`src/rtl/arb_pkg.sv`:
```
// Shared state encoding and limits for the round-robin arbiter.
package arb_pkg;

  typedef enum logic [1:0] {
    ARB_IDLE  = 2'd0,
    ARB_GRANT = 2'd1,
    ARB_TURN  = 2'd2
  } arb_state_t;

  localparam int ARB_MAX_REQ = 16;

endpackage

```
`src/rtl/rr_pick.sv`:
```
// Combinational round-robin picker: first set req bit at or above ptr, wrapping modulo N_REQ.
module rr_pick
  import arb_pkg::*;
#(
  parameter int N_REQ = 4,
  parameter int IDW   = $clog2(N_REQ)
) (
  input  logic [N_REQ-1:0] req,
  input  logic [IDW-1:0]   ptr,
  output logic [IDW-1:0]   win_id,
  output logic             win_vld
);

  logic [IDW-1:0]   cand_id [N_REQ];
  logic [N_REQ-1:0] cand_hit;

  // Candidate gi is the requester gi positions above ptr; explicit wrap keeps non-power-of-two sizes correct.
  for (genvar gi = 0; gi < N_REQ; gi++) begin : g_cand
    logic [IDW:0] sum;
    assign sum          = {1'b0, ptr} + (IDW+1)'(gi);
    assign cand_id[gi]  = (sum >= (IDW+1)'(N_REQ)) ? IDW'(sum - (IDW+1)'(N_REQ)) : sum[IDW-1:0];
    assign cand_hit[gi] = req[cand_id[gi]];
  end

  always_comb begin
    win_id  = '0;
    win_vld = 1'b0;
    for (int i = N_REQ - 1; i >= 0; i--) begin
      if (cand_hit[i]) begin
        win_id  = cand_id[i];
        win_vld = 1'b1;
      end
    end
  end

endmodule

```
`src/rtl/fsm_rr_arbiter.sv`:
```
// Round-robin ownership arbiter with release / request-drop / hold-timeout exit.
// Define ARB_PREEMPT_STATS_EN to add the preempt_cnt timeout statistics output.
module fsm_rr_arbiter
  import arb_pkg::*;
#(
  parameter int N_REQ    = 4,
  parameter int HOLD_MAX = 8
) (
  input  logic                     clk,
  input  logic                     reset_n,
  input  logic [N_REQ-1:0]         req,
  input  logic                     release_i,
  output logic [N_REQ-1:0]         gnt,
  output logic [$clog2(N_REQ)-1:0] gnt_id,
  output logic                     busy,
  output logic                     grant_pending
`ifdef ARB_PREEMPT_STATS_EN
  ,
  output logic [15:0]              preempt_cnt
`endif
);

  localparam int IDW = $clog2(N_REQ);
  localparam int HCW = $clog2(HOLD_MAX) + 1;

  arb_state_t       state_q, state_d;
  logic [N_REQ-1:0] gnt_q, gnt_d;
  logic [IDW-1:0]   gnt_id_q, gnt_id_d;
  logic [IDW-1:0]   ptr_q, ptr_d;
  logic [HCW-1:0]   hold_q, hold_d;

  logic [IDW-1:0]   win_id;
  logic             win_vld;
  logic             owner_req;
  logic             timeout;
  logic             grant_exit;

  rr_pick #(
    .N_REQ (N_REQ),
    .IDW   (IDW)
  ) u_pick (
    .req     (req),
    .ptr     (ptr_q),
    .win_id  (win_id),
    .win_vld (win_vld)
  );

  assign owner_req  = req[gnt_id_q];
  assign timeout    = (hold_q == HCW'(HOLD_MAX - 1));
  assign grant_exit = release_i | ~owner_req | timeout;

  always_ff @(posedge clk or negedge reset_n) begin
    if (!reset_n) begin
      state_q  <= ARB_IDLE;
      gnt_q    <= '0;
      gnt_id_q <= '0;
      ptr_q    <= '0;
      hold_q   <= '0;
    end else begin
      state_q  <= state_d;
      gnt_q    <= gnt_d;
      gnt_id_q <= gnt_id_d;
      ptr_q    <= ptr_d;
      hold_q   <= hold_d;
    end
  end

  always_comb begin
    state_d  = state_q;
    gnt_d    = gnt_q;
    gnt_id_d = gnt_id_q;
    ptr_d    = ptr_q;
    hold_d   = hold_q;
    case (state_q)
      ARB_IDLE, ARB_TURN: begin
        if (win_vld) begin
          state_d         = ARB_GRANT;
          gnt_d           = '0;
          gnt_d[win_id]   = 1'b1;
          gnt_id_d        = win_id;
          hold_d          = '0;
        end else begin
          state_d = ARB_IDLE;
        end
      end
      ARB_GRANT: begin
        // All exit causes share one path, so coincident causes advance the pointer once.
        if (grant_exit) begin
          state_d = ARB_TURN;
          gnt_d   = '0;
          ptr_d   = (gnt_id_q == IDW'(N_REQ - 1)) ? '0 : gnt_id_q + IDW'(1);
        end else begin
          hold_d = hold_q + HCW'(1);
        end
      end
      default: begin
        state_d = ARB_IDLE;
        gnt_d   = '0;
      end
    endcase
  end

  always_comb begin
    busy          = (state_q == ARB_GRANT) || (state_q == ARB_TURN);
    grant_pending = (state_q == ARB_IDLE) && (|req);
  end

  assign gnt    = gnt_q;
  assign gnt_id = gnt_id_q;

`ifdef ARB_PREEMPT_STATS_EN
  logic [15:0] preempt_q, preempt_d;

  // Only a pure timeout counts: the owner still wanted the resource and did not release.
  always_comb begin
    preempt_d = preempt_q;
    if ((state_q == ARB_GRANT) && timeout && !release_i && owner_req && (preempt_q != 16'hFFFF))
      preempt_d = preempt_q + 16'd1;
  end

  always_ff @(posedge clk or negedge reset_n) begin
    if (!reset_n) preempt_q <= '0;
    else          preempt_q <= preempt_d;
  end

  assign preempt_cnt = preempt_q;
`endif

endmodule

```
`config.mk`:
```
export PLATFORM = sky130hd
export DESIGN_NAME = fsm_rr_arbiter
export DESIGN_NICKNAME = d
export VERILOG_FILES = /design/src/rtl/arb_pkg.sv /design/src/rtl/rr_pick.sv /design/src/rtl/fsm_rr_arbiter.sv
export SDC_FILE = /design/constraint.sdc
export NUM_CORES = 1
export LEC_CHECK = 0
export ABC_AREA = 1
export ABC_CLOCK_PERIOD_IN_PS = 1260
export BUFFER_PORTS_ARGS = -buffer_cell sky130_fd_sc_hd__buf_2
export CAP_MARGIN = 40
export CORE_MARGIN = 5
export CORE_UTILIZATION = 50
export DETAILED_ROUTE_END_ITERATION = 8
export PLACE_DENSITY = 0.74
export SLEW_MARGIN = 0
export SYNTH_ARGS = -nofsm -noshare
export SYNTH_HDL_FRONTEND = slang
export SYNTH_SLANG_ARGS = --single-unit
```
`constraint.sdc`:
```
create_clock -name clk -period 1.26 [get_ports clk]
set_input_delay 0.063 -clock clk [delete_from_list [all_inputs] [get_ports clk]]
set_output_delay 0.063 -clock clk [all_outputs]
set_load 0.1 [all_outputs]
```
# [Word level (Yosys, flattened, before mapping)]
# Index checks and enable logic that the tools add are counted.
# Widths: inputs -> output; s select.
[totals] elab_cells=80 register_bits=14 output_inout_bits=8 inputBits=7
[op_classes] order_cmp=11 addsub=9 n_eq_ne=7 muxes=34 reduce_logical=11 n_bitwise=3
[op_table] cell="$mux 2" n=10
[op_table] cell="$lt 2x3->1 const B" n=6
[op_table] cell="$mux 4" n=4
[op_table] cell="$pmux 4 s2" n=2
[op_table] cell="$mux 1" n=11
[op_table] cell="$bmux 1 s2" n=5
[op_table] cell="$ge 3x3->1 const B" n=3
[op_table] cell="$sub 2x1->2 const B" n=4
[op_table] cell="$add 2x2->3 const B" n=2
[op_table] cell="$reduce_and 2->1" n=3
[op_table] cell="$add 4x1->4 const B" n=1
[op_table] cell="$eq 2x2->1 const B" n=2
[op_table] cell="$eq 4x3->1 const B" n=1
[op_table] cell="$ne 2x2->1 const B" n=2
[op_table] cell="$pmux 2 s2" n=1
[op_table] cell="$reduce_or 4->1" n=1
[op_table] cell="$add 2x1->3 const B" n=1
[op_table] cell="$ge 2x3->1 const B" n=1
[op_table] cell="$reduce_and 3->1" n=1
[op_table] cell="$add 2x1->2 const B" n=1
[op_table] cell="$demux 1 s2" n=1
[op_table] cell="$eq 2x1->1 const B" n=1
[op_table] cell="$ge 2x1->1 const B" n=1
[op_table] cell="$logic_and 1x1->1" n=2
[op_table] cell="7 further kinds" n=8

# [Longest topological paths before layout]
[depth] ltp_word=15 mapped_depth=13 mapped_depth_nobuf=12

# [By module]
# A second synthesis with hierarchy kept.
[unflattened] hier_cells=149 area_unflattened_um2=1053.5
[modules_own_cells] mod="fsm_rr_arbiter" seq_area_each_um2=350.3 area_per_inst_um2=828.3 instances=1 cells_per_inst=105
[modules_own_cells] mod="rr_pick" seq_area_each_um2=0.0 area_per_inst_um2=225.2 instances=1 cells_per_inst=44

# [Worst setup path after synthesis]
# OpenSTA, ideal clock, no wires.
[synth_timing] path_type="flip-flop to output port" from="register state_q[0]" to="output grant_pending" path_stages_with_launch=5 n_path_buf=0 arrival_time_ps=1920 t_required_ps=1197 path_slack_ps=-723 path_cell_list="dfrtp_1 inv_1 ha_1 inv_1 nor2_1"
[synth_via] elab_chain_len=2
[synth_lines] element="start: declaration" line_no="fsm_rr_arbiter.sv:26" rtl="arb_state_t state_q, state_d;"
[synth_lines] element="start signal: assignment" line_no="fsm_rr_arbiter.sv:60" rtl="state_q <= state_d;"
[synth_lines] element="$logic_not 2->1" line_no="fsm_rr_arbiter.sv:105" rtl="grant_pending = (state_q == ARB_IDLE) && (|req);"
[synth_lines] element="$logic_and 1x1->1" line_no="fsm_rr_arbiter.sv:105"
[synth_lines] element="end: declaration" line_no="fsm_rr_arbiter.sv:16" rtl="output logic grant_pending"
# Every way passes these cells.

# [Final worst setup path]
[layout_timing] from="register hold_q[0]" to="register gnt_q[0], in the netlist gnt[0]"
[layout_via] elab_chain_len=4
[layout_lines] element="start: declaration" line_no="fsm_rr_arbiter.sv:30" rtl="logic [HCW-1:0] hold_q, hold_d;"
[layout_lines] element="start signal: assignment" line_no="fsm_rr_arbiter.sv:64" rtl="hold_q <= hold_d;"
[layout_lines] element="$eq 4x3->1" line_no="fsm_rr_arbiter.sv:49" rtl="assign timeout = (hold_q == HCW'(HOLD_MAX - 1));"
[layout_lines] element="$or 1x1->1" line_no="fsm_rr_arbiter.sv:50" rtl="assign grant_exit = release_i | ~owner_req | timeout;"
[layout_lines] element="$ne 2x2->1 (no line)"
[layout_lines] element="$reduce_and 2->1 (no line)"
[layout_lines] element="end signal: assignment" line_no="fsm_rr_arbiter.sv:61" rtl="gnt_q <= gnt_d;"
[layout_lines] element="end: declaration" line_no="fsm_rr_arbiter.sv:27" rtl="logic [N_REQ-1:0] gnt_q, gnt_d;"
# Every way passes these cells.
# A chain may end at the register's enable or synchronous reset.

==> results.cfg <==
[timing]
hold_viol = 0
setup_ws_ns = -0.366
grt_setup_unrepaired = yes
clock-skew-final_ns = 0.00713
fin_crit_sh_pct = 129
slew_headroom_pct = 66.5
setup_viol = 16
fmaxAchievable_mhz = 615
hold_ws_ns = 0.196
drv_slew = 0
fin_crit_ns = 1.63
worst_pin_slew_ns = 0.506

[floorplan]
boundaryPins = 15
die_area_mm2 = 0.00298
design.core.area_mm2 = 0.00192
rows = 16
fp.dieH_um = 54.6
die_w_um = 54.6
initial_utilization_pct = 51.7

[route]
route.detailed.wl_per_inst_um = 18.0
drc = 0
viasPerCell = 5.56
first_pass_iters = 4
routed_wirelength_um = 3920
ant_nets = 0
via_count = 1211
first_iter_violations = 53

[global_route]
gr-usage-all-layers_pct = 22.2
grt_max_degree = 15
grt.overflow.total = 0
antenna_found_initial = 0
grt_pass1_wl_um = 4600
grt_pass1_vias = 1076

[final_layout]
multi_input_area_um2 = 790
finish.net_count = 206
seqCellArea_um2 = 358
n_fill_cell = 93
final_cell_mix = buf_4, nand2_1, nand2_2
n_antenna_cell = 0
layout_commonest_cell = buf_4
area_delta_synth_final_pct = 70.0
drive_above_1_share_pct = 62.3

[cts]
root_buffer = clkbuf_4
numClockSinks = 14
cts.clk_slew.worst_paths_ns = 0.09
cts_buffer_depth = 2
numCtsBuffers = 3
tritoncts = yes
htreeDepth = 1
insertion_delay_ns = 0.29

[run_status]
violations = setup timing
status = complete, but fails checks

[place]
place.detailed.hpwl_um = 1960
port_buffers = 14
gp_congestion = 0.878

[setup_path]
critical_path_arrival_ns = 1.81
required_ns = 1.45
end_kind = register
path_max_fanout = 4
crit_path_start_kind = register
criticalPathCategory = register to register

[worst_hold_path]
hold_path.class = input port to async pin

[logic_synthesis]
synth_warnings = 0
postSynthCellCount = 141
syn_area_um2 = 993
synth.yosys.seq_area_share_pct = 35.3
synthDistinctLibCells = 21
synthesis.nets = 154
ys_seq_elements = 14
syn_area_per_cell_um2 = 7.05

[flow_run]
drv_cap = 0
[cell type report]
cell class / count / share of cell area (%)
Timing Repair Buffer: 48 / 23.9
Inverter: 20 / 4.89
Tap cell: 27 / 2.00
Sequential cell: 14 / 21.2
Multi-Input combinational cell: 106 / 46.7
Clock buffer: 3 / 1.33
[flip-flops by register name (all words and copies together), names as in the netlist]
register  count
hold_q        4
gnt           4
state_q       2
gnt_id        2
ptr_q         2
[final timing paths]
kind | startpoint | end | slack (ns) | cells after the start
max reg2reg | hold_q[0] | gnt[0] | -0.37 | 10
min | reset_n | gnt[1] | 0.20 | 2
min reg2reg | gnt[2] | gnt[2] | 0.50 | 2
max in group asynchronous | reset_n | gnt_id[1] | 0.78 | 2
max | hold_q[0] | gnt[0] | -0.37 | 10
min in group clk | release_i | state_q[0] | 0.30 | 6
[logic make-up after synthesis]
kind of cell / after synthesis / synth area share (%)
and+or+nand+nor: 87 / 39.5
AOI/OAI and AO/OA: 12 / 7.56
buffers and inverters: 21 / 9.19
DFF: 14 / 35.3
xor gates and xnor gates: 1 / 0.882
adders and majority gates: 6 / 7.56
[metrics by stage]
step	TNS (ns)	utilization (%)	std cells	area, um^2	setup WS (ns)
global placement	-1.68	69.0	203	1330	-0.184
detailed placement	-3.03	69.0	203	1330	-0.307
finish	-4.34	87.9	218	1690	-0.366
global route	-5.00	87.9	218	1690	-0.416
CTS	-2.69	77.0	211	1480	-0.269
floorplan	-2.04	-	141	1010	-0.215
[cells in the mapped netlist, drive strengths merged]
| cell | instances | share of area, % |
|---|---|---|
| nand4 | 3 | 1.9 |
| dfrtp | 14 | 35 |
| o31ai | 1 | 0.76 |
| inv | 20 | 8.1 |
| buf | 1 | 1.1 |
| o21ai | 7 | 3.9 |
| ha | 6 | 7.6 |
| o211ai | 1 | 1.3 |
| nor2 | 13 | 5.4 |
| nand3 | 13 | 6.5 |
| xor2 | 1 | 0.88 |
| a21oi | 2 | 1.0 |
| o22ai | 1 | 0.63 |
| or2 | 2 | 1.3 |
| nand2 | 56 | 24 |
[timing repair]
action,4_1_cts,5_1_grt
pin swaps,19,23
setup buffers,5,7
gates resized for setup,36,42
setup endpoints to repair,16,16
cloned,0,0
hold endpoints to repair,14,0
hold buffers,1,0
[worst max-delay path, cell delays in order, from the launching register on]
cell	delay (ns)
dfrtp_1	0.40
ha_2	0.21
nand2_2	0.07
nor2_1	0.04
nor2_1	0.15
nand3_2	0.14
nor2_4	0.19
nor2_4	0.06
buf_6	0.12
nand4_1	0.08
nand2_1	0.05
[per-layer routing]
layer  up-vias  track usage [%]  routed length [um]
met3        25             2.45                 231
li1        551                -                   -
met1       577             23.8                1470
met4         0             9.96                 186
met5         -                0                   0
met2        58             42.8                2040
Power is left out: the tool's default activity adds up to more than one toggle a clock period on the data nets, which glitch-free logic cannot reach.
